--- src/rtl/cpu_bus_master_if.sv ---
// External memory bus seen by cpu_bus_master: strobe, write enable, address,
// write data out; read data and per-beat ready back from the slave.
interface cpu_bus_master_if #(
  parameter int ADDR_WIDTH = 32,
  parameter int DATA_WIDTH = 8
);
  logic                  o_bus_clk;
  logic                  o_bus_we;
  logic [ADDR_WIDTH-1:0] o_bus_addr;
  logic [DATA_WIDTH-1:0] o_bus_data;
  logic [DATA_WIDTH-1:0] i_bus_data;
  logic                  i_bus_data_ready;

  modport master (
    output o_bus_clk,
    output o_bus_we,
    output o_bus_addr,
    output o_bus_data,
    input  i_bus_data,
    input  i_bus_data_ready
  );

  modport slave (
    input  o_bus_clk,
    input  o_bus_we,
    input  o_bus_addr,
    input  o_bus_data,
    output i_bus_data,
    output i_bus_data_ready
  );
endinterface

--- src/rtl/cpu_bus_master.sv ---
// cpu_bus_master: multi-beat load/store engine between the core's load/store
// sequencer and the external memory bus. One request moves up to MAX_BEATS
// bus beats, ascending or descending in address, while the operand stays
// little-endian in memory. Each beat is a strobe-high phase (held until the
// slave signals ready) followed by a single strobe-low cycle.
// Optional feature macro: BUS_TIMEOUT_EN (abort a beat after TIMEOUT_CYCLES
// strobe cycles without ready and flag o_error alongside o_done).
module cpu_bus_master #(
  parameter int ADDR_WIDTH     = 32,
  parameter int DATA_WIDTH     = 8,
  parameter int MAX_BEATS      = 4,
  parameter int BEAT_W         = 3,
  parameter int TIMEOUT_CYCLES = 255
) (
  input  logic                            i_clk,
  input  logic                            i_rst_n,
  input  logic                            i_req,
  input  logic                            i_we,
  input  logic [ADDR_WIDTH-1:0]           i_addr,
  input  logic [MAX_BEATS*DATA_WIDTH-1:0] i_wdata,
  input  logic [BEAT_W-1:0]               i_beats,
  input  logic                            i_descend,
  output logic                            o_busy,
  output logic                            o_done,
  output logic                            o_error,
  output logic [MAX_BEATS*DATA_WIDTH-1:0] o_rdata,
  cpu_bus_master_if.master                bus
);

  if (BEAT_W < $clog2(MAX_BEATS + 1)) begin : g_chk_beat_w
    $error("BEAT_W is too narrow to hold MAX_BEATS");
  end
  if (TIMEOUT_CYCLES < 1) begin : g_chk_timeout
    $error("TIMEOUT_CYCLES must be at least 1");
  end

  typedef enum logic [1:0] {S_IDLE, S_STROBE, S_RELEASE, S_DONE} state_t;

  state_t                          state_q, state_d;
  logic                            we_q, desc_q;
  logic [ADDR_WIDTH-1:0]           addr_q;
  logic [MAX_BEATS*DATA_WIDTH-1:0] wdata_q;
  logic [BEAT_W-1:0]               beats_q, k_q;

  logic                            accept, beat_ack, last_beat, abort, err_flag;
  logic [BEAT_W-1:0]               beats_clamped, byte_idx;
  logic [ADDR_WIDTH-1:0]           beat_addr;
  logic [DATA_WIDTH-1:0]           sel_byte;

  assign accept        = (state_q == S_IDLE) && i_req;
  assign beat_ack      = (state_q == S_STROBE) && bus.i_bus_data_ready;
  assign last_beat     = (k_q + BEAT_W'(1)) == beats_q;
  assign beats_clamped = (i_beats > BEAT_W'(MAX_BEATS)) ? BEAT_W'(MAX_BEATS) : i_beats;
  // Descending transfers walk the operand from its top byte so the memory
  // image stays little-endian regardless of address direction.
  assign byte_idx      = desc_q ? (beats_q - BEAT_W'(1) - k_q) : k_q;
  assign beat_addr     = desc_q ? (addr_q - ADDR_WIDTH'(k_q)) : (addr_q + ADDR_WIDTH'(k_q));

  // Pick the store byte for the current beat out of the latched operand
  always_comb begin
    sel_byte = '0;
    for (int i = 0; i < MAX_BEATS; i++) begin
      if (byte_idx == BEAT_W'(i)) sel_byte = wdata_q[i*DATA_WIDTH +: DATA_WIDTH];
    end
  end

`ifdef BUS_TIMEOUT_EN
  localparam int WAIT_W = $clog2(TIMEOUT_CYCLES + 1);

  logic [WAIT_W-1:0] wait_q;
  logic              err_q;

  assign abort    = (state_q == S_STROBE) && !bus.i_bus_data_ready &&
                    (wait_q == WAIT_W'(TIMEOUT_CYCLES - 1));
  assign err_flag = err_q;

  // Count strobe cycles without ready; outside STROBE the count sits at zero
  always_ff @(posedge i_clk or negedge i_rst_n) begin
    if (!i_rst_n) begin
      wait_q <= '0;
      err_q  <= 1'b0;
    end else begin
      if (state_q != S_STROBE)        wait_q <= '0;
      else if (!bus.i_bus_data_ready) wait_q <= wait_q + WAIT_W'(1);
      if (accept)     err_q <= 1'b0;
      else if (abort) err_q <= 1'b1;
    end
  end
`else
  assign abort    = 1'b0;
  assign err_flag = 1'b0;
`endif

  // State register
  always_ff @(posedge i_clk or negedge i_rst_n) begin
    if (!i_rst_n) state_q <= S_IDLE;
    else          state_q <= state_d;
  end

  // Next-state decode and bus/handshake outputs
  always_comb begin
    state_d        = state_q;
    o_busy         = (state_q != S_IDLE);
    o_done         = 1'b0;
    o_error        = 1'b0;
    bus.o_bus_clk  = 1'b0;
    bus.o_bus_we   = 1'b0;
    bus.o_bus_addr = '0;
    bus.o_bus_data = '0;
    unique case (state_q)
      S_IDLE: begin
        if (i_req) state_d = (i_beats == '0) ? S_DONE : S_STROBE;
      end
      S_STROBE: begin
        bus.o_bus_clk  = 1'b1;
        bus.o_bus_we   = we_q;
        bus.o_bus_addr = beat_addr;
        bus.o_bus_data = sel_byte;
        if (abort)                     state_d = S_DONE;
        else if (bus.i_bus_data_ready) state_d = S_RELEASE;
      end
      S_RELEASE: begin
        bus.o_bus_we   = we_q;
        bus.o_bus_addr = beat_addr;
        bus.o_bus_data = sel_byte;
        state_d        = last_beat ? S_DONE : S_STROBE;
      end
      S_DONE: begin
        o_done  = 1'b1;
        o_error = err_flag;
        state_d = S_IDLE;
      end
      default: state_d = S_IDLE;
    endcase
  end

  // Request latch, beat counter and load-data assembly
  always_ff @(posedge i_clk or negedge i_rst_n) begin
    if (!i_rst_n) begin
      we_q    <= 1'b0;
      desc_q  <= 1'b0;
      addr_q  <= '0;
      wdata_q <= '0;
      beats_q <= '0;
      k_q     <= '0;
      o_rdata <= '0;
    end else if (accept) begin
      we_q    <= i_we;
      desc_q  <= i_descend;
      addr_q  <= i_addr;
      wdata_q <= i_wdata;
      beats_q <= beats_clamped;
      k_q     <= '0;
      o_rdata <= '0;
    end else begin
      if (beat_ack && !we_q) begin
        for (int i = 0; i < MAX_BEATS; i++) begin
          if (byte_idx == BEAT_W'(i)) o_rdata[i*DATA_WIDTH +: DATA_WIDTH] <= bus.i_bus_data;
        end
      end
      if (state_q == S_RELEASE) k_q <= k_q + BEAT_W'(1);
    end
  end

endmodule

--- src/flat_wrapper.sv ---
// flat-port wrapper written by rule: the top's interface ports become plain ports
module cpu_bus_master_flat 
#(
  parameter int ADDR_WIDTH     = 32,
  parameter int DATA_WIDTH     = 8,
  parameter int MAX_BEATS      = 4,
  parameter int BEAT_W         = 3,
  parameter int TIMEOUT_CYCLES = 255
)
  (i_clk, i_rst_n, i_req, i_we, i_addr, i_wdata, i_beats, i_descend, o_busy, o_done, o_error, o_rdata, bus_o_bus_clk, bus_o_bus_we, bus_o_bus_addr, bus_o_bus_data, bus_i_bus_data, bus_i_bus_data_ready);
  cpu_bus_master_if #(.ADDR_WIDTH(ADDR_WIDTH), .DATA_WIDTH(DATA_WIDTH)) bus_i ();
  input  logic i_clk;
  input  logic i_rst_n;
  input  logic i_req;
  input  logic i_we;
  input  logic [ADDR_WIDTH-1:0] i_addr;
  input  logic [MAX_BEATS*DATA_WIDTH-1:0] i_wdata;
  input  logic [BEAT_W-1:0] i_beats;
  input  logic i_descend;
  output logic o_busy;
  output logic o_done;
  output logic o_error;
  output logic [MAX_BEATS*DATA_WIDTH-1:0] o_rdata;
  output wire logic [$bits(bus_i.o_bus_clk)-1:0] bus_o_bus_clk;
  output wire logic [$bits(bus_i.o_bus_we)-1:0] bus_o_bus_we;
  output wire logic [$bits(bus_i.o_bus_addr)-1:0] bus_o_bus_addr;
  output wire logic [$bits(bus_i.o_bus_data)-1:0] bus_o_bus_data;
  input wire logic [$bits(bus_i.i_bus_data)-1:0] bus_i_bus_data;
  input wire logic [$bits(bus_i.i_bus_data_ready)-1:0] bus_i_bus_data_ready;
  assign bus_o_bus_clk = bus_i.o_bus_clk;
  assign bus_o_bus_we = bus_i.o_bus_we;
  assign bus_o_bus_addr = bus_i.o_bus_addr;
  assign bus_o_bus_data = bus_i.o_bus_data;
  assign bus_i.i_bus_data = bus_i_bus_data;
  assign bus_i.i_bus_data_ready = bus_i_bus_data_ready;
  cpu_bus_master #(.ADDR_WIDTH(ADDR_WIDTH), .DATA_WIDTH(DATA_WIDTH), .MAX_BEATS(MAX_BEATS), .BEAT_W(BEAT_W), .TIMEOUT_CYCLES(TIMEOUT_CYCLES)) u_core (.i_clk(i_clk), .i_rst_n(i_rst_n), .i_req(i_req), .i_we(i_we), .i_addr(i_addr), .i_wdata(i_wdata), .i_beats(i_beats), .i_descend(i_descend), .o_busy(o_busy), .o_done(o_done), .o_error(o_error), .o_rdata(o_rdata), .bus(bus_i));
endmodule
--- config.mk ---
export PLATFORM = sky130hd
export DESIGN_NAME = cpu_bus_master_flat
export DESIGN_NICKNAME = d
export VERILOG_FILES = /design/src/rtl/cpu_bus_master_if.sv /design/src/rtl/cpu_bus_master.sv /design/src/flat_wrapper.sv
export SDC_FILE = /design/constraint.sdc
export NUM_CORES = 1
export LEC_CHECK = 0
export ABC_AREA = 1
export CORE_ASPECT_RATIO = 2
export CORE_MARGIN = 2
export CORE_UTILIZATION = 45
export CTS_CLUSTER_SIZE = 14
export DETAILED_ROUTE_END_ITERATION = 10
export DONT_BUFFER_PORTS = 1
export RECOVER_POWER = 25
export SETUP_SLACK_MARGIN = 0.3
export SYNTH_ARGS = -nofsm -noshare
export SYNTH_HDL_FRONTEND = slang
export SYNTH_SLANG_ARGS = --single-unit
--- constraint.sdc ---
create_clock -name i_clk -period 9.54 [get_ports i_clk]
set_input_delay 2.385 -clock i_clk [delete_from_list [all_inputs] [get_ports i_clk]]
set_output_delay 2.385 -clock i_clk [all_outputs]
set_load 0.05 [all_outputs]
Word-level counts from Yosys, hierarchy flattened
Cells that the tools add are included.
- bits in registers: 106
- bits in latches: 0
- bits in writable memories: 0
- ROM bits: 0
- input bits: 81
- word-level logic and storage cells: 71
- memories kept: 0
- $add $sub $neg: 5
- multipliers: 0
- divide/modulo/power cells: 0
- order comparisons: 1
- eq/ne operators: 9
- shift operators: 0
- mux-type cells: 25
- bitwise operators: 0
- reduce and logical (&&, ||, !) cells: 20
- operators by type and width (kind ; count):
    $mux 32 ; 4
    $mux 8 ; 9
    $add 32x3->32 ; 1
    $sub 32x3->32 ; 1
    $reduce_bool 2->1 ; 7
    $mux 3 ; 4
    $reduce_and 2->1 ; 5
    $mux 2 ; 4
    $pmux 2 s4 ; 1
    $eq 3x2->1 const B ; 2
    $logic_not 3->1 ; 2
    $eq 2x2->1 const B ; 2
    $ne 2x2->1 const B ; 2
    $add 3x1->3 const B ; 1
    $eq 3x1->1 const B ; 1
    $eq 3x3->1 ; 1
    $gt 3x3->1 const B ; 1
    $logic_and 1x1->1 ; 3
    $mux 1 ; 3
    $sub 3x1->3 const B ; 1
    $sub 3x3->3 ; 1
    $eq 2x1->1 const B ; 1
    $logic_not 2->1 ; 1
    $reduce_or 2->1 ; 1
    $logic_not 1->1 ; 1

Depth between registers and ports, before layout
Gate-level depths: netlist of the first run.
- word-level depth: 9
- mapped depth: 17

Worst setup path after synthesis of the first run
Ideal clock, no wire load.
- path kind: register to output
- start: reg u_core.k_q[0]
- end: out bus_o_bus_addr[31]
- data arrival time: 2965 ps
- data required time: 7155 ps
- slack: 4190 ps
- stages on the path, launching flop included: 15
- buffers on the path: 0
- path through: dfrtp_1 inv_1 ha_1 ha_1 or2_2 ha_1 nand2_1 inv_1 nand2_1 nor3_1 and2_1 nand2_1 nand3_1 nand2_1 nor2_1
- cells in the longest elaborated chain, start to end: 3
- ends and longest elaborated chain (element ; RTL line ; source):
    start: declaration ; cpu_bus_master.sv:43 ; logic [BEAT_W-1:0] beats_q, k_q;
    start signal: assignment ; cpu_bus_master.sv:161 ; if (state_q == S_RELEASE) k_q <= k_q + BEAT_W'(1);
    $add 32x3->32 / $sub 32x3->32 (equally long branches) ; cpu_bus_master.sv:57 ; assign beat_addr = desc_q ? (addr_q - ADDR_WIDTH'(k_q)) : (addr_q + ADDR_WIDTH'(k_q));
    $mux 32 (*) ; cpu_bus_master.sv:57 ;
    $mux 32 (*) ; cpu_bus_master.sv:110 ; unique case (state_q)
    end: declaration ; flat_wrapper.sv:26 ; output wire logic [$bits(bus_i.o_bus_addr)-1:0] bus_o_bus_addr;
Mark *: on every way between the ends. The rest lies on a longest branch, timed or not.

Worst setup path after layout of the first run
- start: reg u_core.k_q[0]
- end: out bus_o_bus_addr[29]
The elaborated chain is that of the path after synthesis.

==> impl_metrics.json, run 1 <==
{
  "dp_hpwl_mm": 16.5,
  "ys_warn_count": 0,
  "die_y_um": 184,
  "holdPathStages": 2,
  "worst_slew_pin_slew_ns": 1.17,
  "cts_tree": "yes",
  "path_clk_slew_ns": 0.07,
  "min_period_ns": 6.39,
  "crit_path_end_kind": "output port",
  "drt_iter0_drc": 246,
  "area_delta_synth_final_pct": 6.30,
  "synthTopCellsByArea": "dfrtp_1 37%, nand2_1 23%, inv_1 8.5%",
  "worstPathCellList": "inv_1 > ha_1 > ha_1 > or2_2 > ha_1 > nand2_1 > nor2_1 > nand2_1 > nand3_1 > nand2_1 > nand2_1 > nand2_1 > nand3_1 > nand2_1 > nor2_1",
  "grt_max_degree": 107,
  "rsz0062_at_grt": "no",
  "antenna_cells": 0,
  "crit_arrival_ns": 4.00,
  "cp_slowest_cell": "nor2_1",
  "io_buffers": 0,
  "setup_violations": 0,
  "nNetsFinal": 1216,
  "grt_pass1_wl_mm": 33.3,
  "crit_type": "flop to output port",
  "fin_crit_sh_pct": 66.9,
  "ys_seq_area_share_pct": 36.5,
  "synth-async-reset-ratio_pct": 100,
  "fmax_mhz": 157,
  "slew_headroom_pct": 22.2,
  "gr-max-usage-layer": "met2",
  "num_vias": 6567,
  "ys_types": 37,
  "crit_fanout": 14,
  "cpPeakStageDelay_ns": 0.76,
  "grt_pass1_vias": 6580,
  "cap_violations": 0,
  "met2_usage_pct": 49.0,
  "gp_congestion": 0.989,
  "outcome": "completed",
  "dieWidth_um": 93.9,
  "grt_use_met3_pct": 5.04,
  "clkLatencyLatePin_ns": 0.35,
  "grtUsageMet1_pct": 24.2,
  "ff2ff_path_depth": 12,
  "crit_top_cell": "nand2_1",
  "synth_area_um2": 7270,
  "hold_buffers": 0,
  "antenna_found_initial": 0,
  "cts_resized": 0,
  "wirelength_mm": 21.3,
  "hold_path.class": "flop to flop",
  "tns_ns": 0,
  "grtUsageTotal_pct": 25.3,
  "wire_per_inst_um": 16.4,
  "synth_edf_count": 0,
  "io_pins": 158,
  "cts_sinks": 106,
  "core_um2": 15800,
  "ys_seq_elements": 106,
  "crit_required_ns": 7.16,
  "gr-total-overflow": 0,
  "startpoint_type": "flop",
  "ys.flop_type": "dfrtp_1",
  "clockBufferDepth": 2,
  "synth.top_cell.area_share_pct": 36.5,
  "slew_violations": 0,
  "synth_area_per_cell_um2": 6.63,
  "yosysTopAreaCell": "dfrtp_1",
  "dieArea_um2": 17200,
  "hold_violations": 0,
  "vias_per_cell": 5.08,
  "cts_max_level": 3,
  "synthCells": 1096,
  "drc": 0,
  "skew_ns": 0.00685,
  "first_pass_iters": 4,
  "synth_nets": 1225,
  "numCtsBuffers": 9,
  "start_util_pct": 46.1,
  "drive_gt1_share_pct": 3.57,
  "num_rows": 65,
  "drtAntennaViolNets": 0,
  "post_cts_buffers": 0,
  "root_buffer": "clkbuf_16"
}
## placed cells by master (no fill, tap or decap), types with 2 or more instances in the layout
cell,n
inv_2,3
o21ai_0,47
nand2_1,435
nor2_1,90
ha_1,46
o21ai_2,2
nor2_2,2
o21bai_1,2
clkbuf_16,9
xnor2_1,2
a21oi_1,36
nand3_1,47
o21ai_1,39
clkbuf_8,2
nand4_2,2
dfrtp_1,106
nand2_2,3
and2_1,9
a31oi_4,2
xor2_1,2
nor3_1,11
fa_1,2
buf_4,8
inv_1,165
inv_6,2
nand4_1,5
## synthesized netlist by cell type (all sizes together), types with 2 or more instances
cell and number:
nand2 438, inv 167, dfrtp 106, nor2 92, o21ai 89, nand3 47
ha 46, a21oi 36, buf 14, clkbuf 14, nor3 11, and2 9
nand4 7, a31oi 3, fa 2, o21bai 2, xnor2 2, xor2 2
## registers in the layout, summed over array words and instances, names as in the netlist
register and flops:
u_core.addr_q 32, u_core.wdata_q 32, u_core.beats_q 3, u_core.desc_q 1, u_core.o_rdata 32, u_core.we_q 1, u_core.state_q 2, u_core.k_q 3
## worst paths after layout
kind,start,end,slack [ns]
worst min register to register,u_core.wdata_q[18],u_core.wdata_q[18],0.48
worst max-delay path,u_core.k_q[0],bus_o_bus_addr[29],3.15
worst min-delay path,u_core.wdata_q[18],u_core.wdata_q[18],0.48
worst max register to register,u_core.k_q[0],u_core.o_rdata[8],6.75
max in group asynchronous,i_rst_n,u_core.addr_q[30],7.63
min in group asynchronous,i_rst_n,u_core.o_rdata[14],1.72
## cell families (layout without fill, tap and decap cells)
| group | after synthesis | count (layout) | synth area share [%] |
|---|---|---|---|
| and+or+nand+nor | 606 | 606 | 33.2 |
| buffers and inverters | 196 | 192 | 11.0 |
| AOI/OAI and AO/OA | 135 | 135 | 10.3 |
| DFF | 106 | 106 | 36.5 |
| adders and majority gates | 48 | 48 | 8.47 |
| xor gates and xnor gates | 4 | 4 | 0.482 |
| other | 1 | 1 | 0.0516 |
## layout make-up
type	count	area [um^2]
Clock inverter	4	55.1
Clock buffer	12	256
Multi-Input combinational cell	794	3820
Timing Repair Buffer	8	60.1
Inverter	168	631
Fill cell	1717	8050
Tap cell	201	251
Sequential cell	106	2650
## metrics by stage
step / std cells / util, % / hold slack [ns] / instance area [um^2] / setup slack [ns]
3_5_place_dp: 1277 / 47.0 / 0.466 / 7410 / 3.56
3_3_place_gp: 1277 / 47.0 / 0.462 / 7410 / 3.59
2_1_floorplan: 1096 / - / 0.450 / 7270 / 4.19
6_report: 1293 / 49.0 / 0.483 / 7720 / 3.15
5_1_grt: 1293 / 49.0 / 0.509 / 7720 / 2.88
4_1_cts: 1293 / 49.0 / 0.485 / 7720 / 3.16
## critical path: cells and delay by family (launching register included)
kind                     cells  cell delay (ns)
AND/OR/NAND/NOR             11             2.33
buffers and inverters        1             0.11
adder cells (fa/ha/maj)      3             0.84
flip-flops                   1             0.37
## routing by layer
layer,wire (um),vias to the layer above
met3,1070,56
met2,11900,178
met4,1040,0
met1,7280,2977
li1,-,3356
met5,0,-
Power of run 1 is not shown: default switching activity piles up to over one toggle a cycle in this logic, so the estimate is an artifact.
==> run 2: changes to the inputs <==
==> constraint.sdc (replaced) <==
create_clock -name i_clk -period 6.5 [get_ports i_clk]
set_input_delay 1.625 -clock i_clk [delete_from_list [all_inputs] [get_ports i_clk]]
set_output_delay 1.625 -clock i_clk [all_outputs]
set_load 0.05 [all_outputs]
==> impl_metrics.json, run 2 (synthesized netlist as in run 1, its figures left out) <==
{
  "startpoint_type": "flop",
  "gp_congestion": 0.962,
  "rsz0062_at_grt": "no",
  "grtUsageTotal_pct": 25.1,
  "r2r_start": "u_core.k_q[0]",
  "mostFrequentLayoutCells": "435 x nand2_1, 165 x inv_1, 106 x dfrtp_1",
  "holdPathStages": 2,
  "grt_pass1_wl_mm": 33.1,
  "skew_ns": 0.00497,
  "layout_commonest_cell": "nand2_1",
  "multi_input_area_um2": 3820,
  "crit_fanout": 14,
  "cts_tree": "yes",
  "drc": 0,
  "area_delta_synth_final_pct": 6.18,
  "dp_hpwl_mm": 16.4,
  "core_um2": 15800,
  "crit_path_end_kind": "output port",
  "drt_iter0_drc": 213,
  "fmax_mhz": 178,
  "start_util_pct": 46.1,
  "post_cts_buffers": 0,
  "tns_ns": 0,
  "nFillCells": 1667,
  "rrSetupSlack_ns": 3.70,
  "hold_violations": 0,
  "fin_crit_sh_pct": 86.5,
  "whs_endpoint": "u_core.wdata_q[22]",
  "min_period_ns": 5.62,
  "wirelength_mm": 21.1,
  "io_pins": 158,
  "num_vias": 6563,
  "clockBufferDepth": 2,
  "cts_sinks": 106,
  "path_clk_slew_ns": 0.07,
  "slew_headroom_pct": 30.0,
  "drtAntennaViolNets": 0,
  "cts_max_level": 3,
  "drive_gt1_share_pct": 3.84,
  "setup_violations": 0,
  "regArea_um2": 2650,
  "outcome": "completed",
  "first_pass_iters": 4,
  "worst_slew_pin_slew_ns": 1.05,
  "num_rows": 65,
  "slew_violations": 0,
  "antenna_cells": 0,
  "crit_required_ns": 4.88,
  "cap_violations": 0,
  "dieWidth_um": 93.9,
  "grt_pass1_vias": 6624,
  "dieArea_um2": 17200,
  "hold_path.class": "flop to flop",
  "die_y_um": 184,
  "ff2ff_path_depth": 12,
  "nNetsFinal": 1218,
  "worstHoldStart": "u_core.wdata_q[22]",
  "gr-total-overflow": 0,
  "hold_buffers": 0,
  "wire_per_inst_um": 16.3,
  "vias_per_cell": 5.07,
  "crit_arrival_ns": 4.00,
  "grt_max_degree": 107,
  "antenna_found_initial": 0,
  "io_buffers": 0,
  "top_regs": "u_core.addr_q (32), u_core.o_rdata (32), u_core.wdata_q (32)",
  "rr_endpoint": "u_core.o_rdata[14]",
  "crit_type": "flop to output port",
  "cts_resized": 0,
  "numCtsBuffers": 9,
  "root_buffer": "clkbuf_16",
  "clkLatencyLatePin_ns": 0.36
}
## run 2: routing by layer
metal / track usage, % / wire length (um) / share of wire, %
met3: 3.98 / 964 / 4.6
met1: 24.9 / 7400 / 35
met4: 14.4 / 1100 / 5.2
met2: 47.8 / 11700 / 55
met5: 0 / 0 / 0
## run 2: worst max-delay path by stage
stage                        startpoint            endpoint  slack [ns]  depth (start not counted)
final                     u_core.k_q[0]  bus_o_bus_addr[24]        0.88                         13
after global routing      u_core.k_q[1]  bus_o_bus_addr[22]        0.56                         15
after CTS                 u_core.k_q[1]  bus_o_bus_addr[22]        0.85                         15
after detailed placement  u_core.k_q[1]  bus_o_bus_addr[22]        1.26                         15
after global placement    u_core.desc_q  bus_o_bus_addr[22]        1.29                         14
after floorplan           u_core.k_q[0]  bus_o_bus_addr[31]        1.91                         14
## run 2: critical path, stage by stage, from the launching register on
cell	delay, ns
dfrtp_1	0.38
inv_1	0.12
ha_1	0.23
ha_1	0.16
or2_2	0.46
ha_1	0.44
nand2_1	0.17
nor2_1	0.31
nand2_1	0.09
nand2_1	0.18
nand3_1	0.14
nand4_1	0.12
nand2_1	0.05
nor2_1	0.77
## run 2: layout make-up
class / instances / share of cell area, %
clock buffers: 10 / 3.10
multi-input cells: 794 / 49.5
flip-flops and latches: 106 / 34.4
well taps: 201 / 3.26
repair buffers: 10 / 0.973
clock inverters: 6 / 0.632
inverters: 168 / 8.17
## run 2: per-stage QoR
step	area [um^2]	util, %	setup slack [ns]	hold WS [ns]	std cells
2_1_floorplan	7270	-	1.91	0.450	1096
3_5_place_dp	7430	47.1	1.26	0.466	1279
6_report	7720	48.9	0.876	0.479	1295
5_1_grt	7720	48.9	0.558	0.501	1295
3_3_place_gp	7430	47.1	1.29	0.462	1279
4_1_cts	7720	48.9	0.854	0.485	1295
Power of run 2 is left out for the same reason.
==> variant 1: new RTL, flow settings as in run 1 <==
`DATA_WIDTH` is set to 8 in 3 places; all go to 12.
--- a/src/rtl/cpu_bus_master_if.sv
+++ b/src/rtl/cpu_bus_master_if.sv
@@ -3,5 +3,5 @@
 interface cpu_bus_master_if #(
   parameter int ADDR_WIDTH = 32,
-  parameter int DATA_WIDTH = 8
+  parameter int DATA_WIDTH = 12
 );
   logic                  o_bus_clk;
--- a/src/rtl/cpu_bus_master.sv
+++ b/src/rtl/cpu_bus_master.sv
@@ -8,5 +8,5 @@
 module cpu_bus_master #(
   parameter int ADDR_WIDTH     = 32,
-  parameter int DATA_WIDTH     = 8,
+  parameter int DATA_WIDTH     = 12,
   parameter int MAX_BEATS      = 4,
   parameter int BEAT_W         = 3,
--- a/src/flat_wrapper.sv
+++ b/src/flat_wrapper.sv
@@ -3,5 +3,5 @@
 #(
   parameter int ADDR_WIDTH     = 32,
-  parameter int DATA_WIDTH     = 8,
+  parameter int DATA_WIDTH     = 12,
   parameter int MAX_BEATS      = 4,
   parameter int BEAT_W         = 3,
Ports: changed (resized bus_i_bus_data, bus_o_bus_data, i_wdata and o_rdata); port bits go from 158 to 198. No check against the original RTL was run, so the function may have changed too.
==> variant 1 against run 1 <==
- die area rose by 17%
- non-clock buffer count down 1
- worst setup slack worse by 130 ps
- area after synthesis is 17% higher
- utilization grew 0.54 points
- routed wire length grew 22%
- hold slack lost 2.8 ps
- cell area up 20%
- cell count up 12%
- sequential cell count is 32 higher
- sequential share of layout area is 3.1 points higher
- critical endpoint is now bus_o_bus_addr[20]
- largest cell class unchanged
Power is left out: the tool's default activity adds up to more than one toggle a clock period on the data nets, which glitch-free logic cannot reach.
==> variant 1: results (changes against run 1) <==
Syn Nets 1382 (+13%); post-layout util 0.495 (+0.00536); Post-Synth XOR/XNOR Area 0.00616 (+0.00134); comb_multi_in 898 (+13%); Total GRT Usage 0.268 (+0.0153); Synth area leaders dfrtp_1, nand2_1, inv_1; share of the yosys chip area belonging to registers 0.405 (+0.0399); Crit path largest cell delay 720 ps (-40 ps); number of buffers created by CTS 17 (+8); final clock skew 5.57 ps (-1.28 ps); metal3 WL 1.21 mm (+14%); Seq area share 0.374 (+0.0306); status finished, final reports clean; HPWL Detailed 19.2 mm (+16%); ClkCell Share 0.0638 (+0.0235); GPL Wtd Cong 1.02 (+2.9%); CTS sink count 138 (+30%); layout cells sized above 1 0.0447 (+0.00896); adder-cell area share of the yosys netlist 0.0722 (-0.0125); Non-CTS buffers 7 (-1); fillers 1928 (+12%); Setup WS pre-CTS 3560 ps (+3.70 ps); pin count of the biggest net entering global routing 139 (+30%); Distinct cells, synth 30 (-19%); H-tree levels 4 (+1); relative slew slack 0.228 (+0.00590); Post-Route M1 WL 8.98 mm (+23%); vias 7495 (+14%); Non-clock buffering overhead 0.00569 (-0.00208); global-route wire length before repair 40.0 mm (+20%); drt wl/cell 17.8 um (+8.5%); multi-input combinational area share 0.463 (-0.0311); WP data arrival 4140 ps (+140 ps)
==> variant 1: metrics by stage <==
step / hold WS, ps / instance area (um2)
3_5_place_dp: 467 / 8640
2_1_floorplan: 450 / 8530
4_1_cts: 483 / 9230
5_1_grt: 504 / 9230
3_3_place_gp: 464 / 8640
6_report: 480 / 9230
==> variant 1: final timing paths <==
path                                            to  cells after the start
worst max-delay path            bus_o_bus_addr[20]                     13
worst min-delay path            u_core.wdata_q[31]                      2
worst max register to register   u_core.o_rdata[5]                      8
worst min register to register  u_core.wdata_q[31]                      2
max in group asynchronous            u_core.desc_q                      0
min in group asynchronous        u_core.o_rdata[0]                      0
==> variant 1: metal layers <==
layer | up-vias | track usage
met5 | - | 0
met4 | 0 | 0.160
met3 | 69 | 0.0650
met2 | 205 | 0.492
met1 | 3431 | 0.263
li1 | 3790 | -
==> variant 2: new RTL, flow settings as in run 1 <==
Made on the original files. The 4 states of `state_t` get a Gray code encoding in 2 bits.
--- a/src/rtl/cpu_bus_master.sv
+++ b/src/rtl/cpu_bus_master.sv
@@ -35,5 +35,5 @@
   end
 
-  typedef enum logic [1:0] {S_IDLE, S_STROBE, S_RELEASE, S_DONE} state_t;
+  typedef enum logic [1:0] {S_IDLE = 2'b00, S_STROBE = 2'b01, S_RELEASE = 2'b11, S_DONE = 2'b10} state_t;
 
   state_t                          state_q, state_d;
Check against the original RTL: no difference found for any inputs over 4 cycles, from zero or initial values and one cycle with i_rst_n low; so few cycles prove little.
==> variant 2 against run 1 <==
- cell area decreased by 0.75%
- sequential cell count unchanged
- maximum frequency increased by 1.0%
- routed wire length fell by 1.3%
- die area fell by 0.71%
- worst setup slack gained 66 ps
- area after synthesis decreased by 0.74%
Power is not shown: default switching activity piles up to over one toggle a cycle in this logic, so the estimate is an artifact.
==> variant 2: results (changes against run 1) <==
WP data arrival 3940 ps (-60 ps); setup bufs post-CTS 0 (unchanged); R2R Path End u_core.o_rdata[20]; reg2reg setup slack 6330 ps (-420 ps); Post-CTS Resized 0 (unchanged); Port-buffer cells 0 (unchanged); launching point of the worst reg2reg path u_core.state_q[0]; layout cells sized above 1 0.0486 (+0.0129); Yosys warnings 0 (unchanged); Distinct cells, synth 34 (-8.1%); Total GRT Usage 0.250 (-0.00263); GPL Wtd Cong 0.977 (-1.2%); Crit path largest cell delay 680 ps (-80 ps); worst skew pair latency 350 ps (about the same); 1st-pass router iterations 5 (+1); vias in the first global route 6372 (-3.2%); global-route wire length before repair 32.6 mm (-2.1%); initial antenna violation count 0 (unchanged); HPWL Detailed 16.7 mm (+1.4%); Clock transition at path regs 70 ps (about the same); status finished, final reports clean; CTS max path bufs 2 (unchanged); Synth area leaders dfrtp_1, nand2_1, inv_1; CTS Hold Bufs 0 (unchanged); CP max FO 20 (+6); initial drt markers 224 (-8.9%); fillers 1699 (-1.0%); fraction of registers with async set/reset 1.00 (unchanged); CTS root buf clkbuf_16; Tightest Pin Transition 1160 ps (-14.5 ps); Post-synth top cells nand2_1, inv_1, dfrtp_1, nor2_1, o21ai_0; Worst R2R Path Depth 8 (-4); Avg Vias per Cell 5.12 (+0.75%); Routed Wire Length 21.0 mm (-1.3%); final clock skew 8.14 ps (+1.29 ps); WHS Path Cells 2 (unchanged); pin count of the biggest net entering global routing 107 (unchanged); Worst Hold Launch u_core.wdata_q[21]; Syn Nets 1200 (-2.0%); H-tree levels 3 (unchanged); EDFF count, synth 0 (unchanged); share of the yosys chip area belonging to registers 0.368 (+0.00272); WHS Endpoint u_core.wdata_q[21]
-- variant 2: cell count changes after synthesis, moves of 3 or more --
cell	change
o21ai_0	+12
o21ai_2	+8
xnor2_1	+3
buf_2	+8
inv_2	+3
ha_1	-5
clkbuf_1	-4
inv_1	-22
o21ai_1	-27
-- variant 2: critical path, delay by kind of cell (launching register included) --
kind	cells	cell delay [ps]
buf+inv	2	540
fa+ha+maj	1	580
simple gates	8	1620
compound gates	1	300
flops	1	540
-- variant 2: kinds of logic (layout without fill, tap and decap cells) --
| family | after synthesis | in the layout | share of synthesized area |
|---|---|---|---|
| AOI/OAI and AO/OA | 128 | 128 | 0.103 |
| and+or+nand+nor | 614 | 614 | 0.344 |
| buffers and inverters | 177 | 171 | 0.100 |
| adders and majority gates | 43 | 43 | 0.0767 |
| other | 1 | 1 | 0.000520 |
| DFF | 106 | 106 | 0.368 |
| xor gates and xnor gates | 7 | 7 | 0.00850 |
-- variant 2: worst max-delay path by stage --
stage / from / depth (start not counted) / to / slack, ps
floorplan: u_core.k_q[0] / 14 / bus_o_bus_addr[31] / 4190
global placement: u_core.desc_q / 12 / bus_o_bus_addr[31] / 3650
detailed placement: u_core.desc_q / 12 / bus_o_bus_addr[31] / 3550
CTS: u_core.desc_q / 12 / bus_o_bus_addr[31] / 3150
global route: u_core.desc_q / 13 / bus_o_bus_addr[22] / 2900
finish: u_core.desc_q / 12 / bus_o_bus_addr[31] / 3220
-- variant 2: area by class of cell --
type | count | area, um2 | share of cell area
clock buffers | 11 | 253 | 0.0330
clock inverters | 3 | 48.8 | 0.00636
inverters | 148 | 556 | 0.0725
multi-input cells | 793 | 3840 | 0.501
flip-flops and latches | 106 | 2650 | 0.346
well taps | 201 | 251 | 0.0328
repair buffers | 9 | 67.6 | 0.00881
-- variant 2: layer usage --
metal,up-vias,track usage,wire [um]
met4,0,0.133,1130
li1,3315,-,-
met1,2946,0.256,7440
met5,-,0,0
met2,185,0.467,11400
met3,58,0.0448,1010
-- variant 2: metrics by stage --
step,hold WS [ps],area [um2],setup WS (ps),instances,util
finish,475,7670,3220,1271,0.488
global route,500,7670,2900,1271,0.488
CTS,478,7670,3150,1271,0.488
detailed placement,461,7370,3550,1257,0.469
global placement,455,7370,3650,1257,0.469
floorplan,443,7210,4190,1076,-
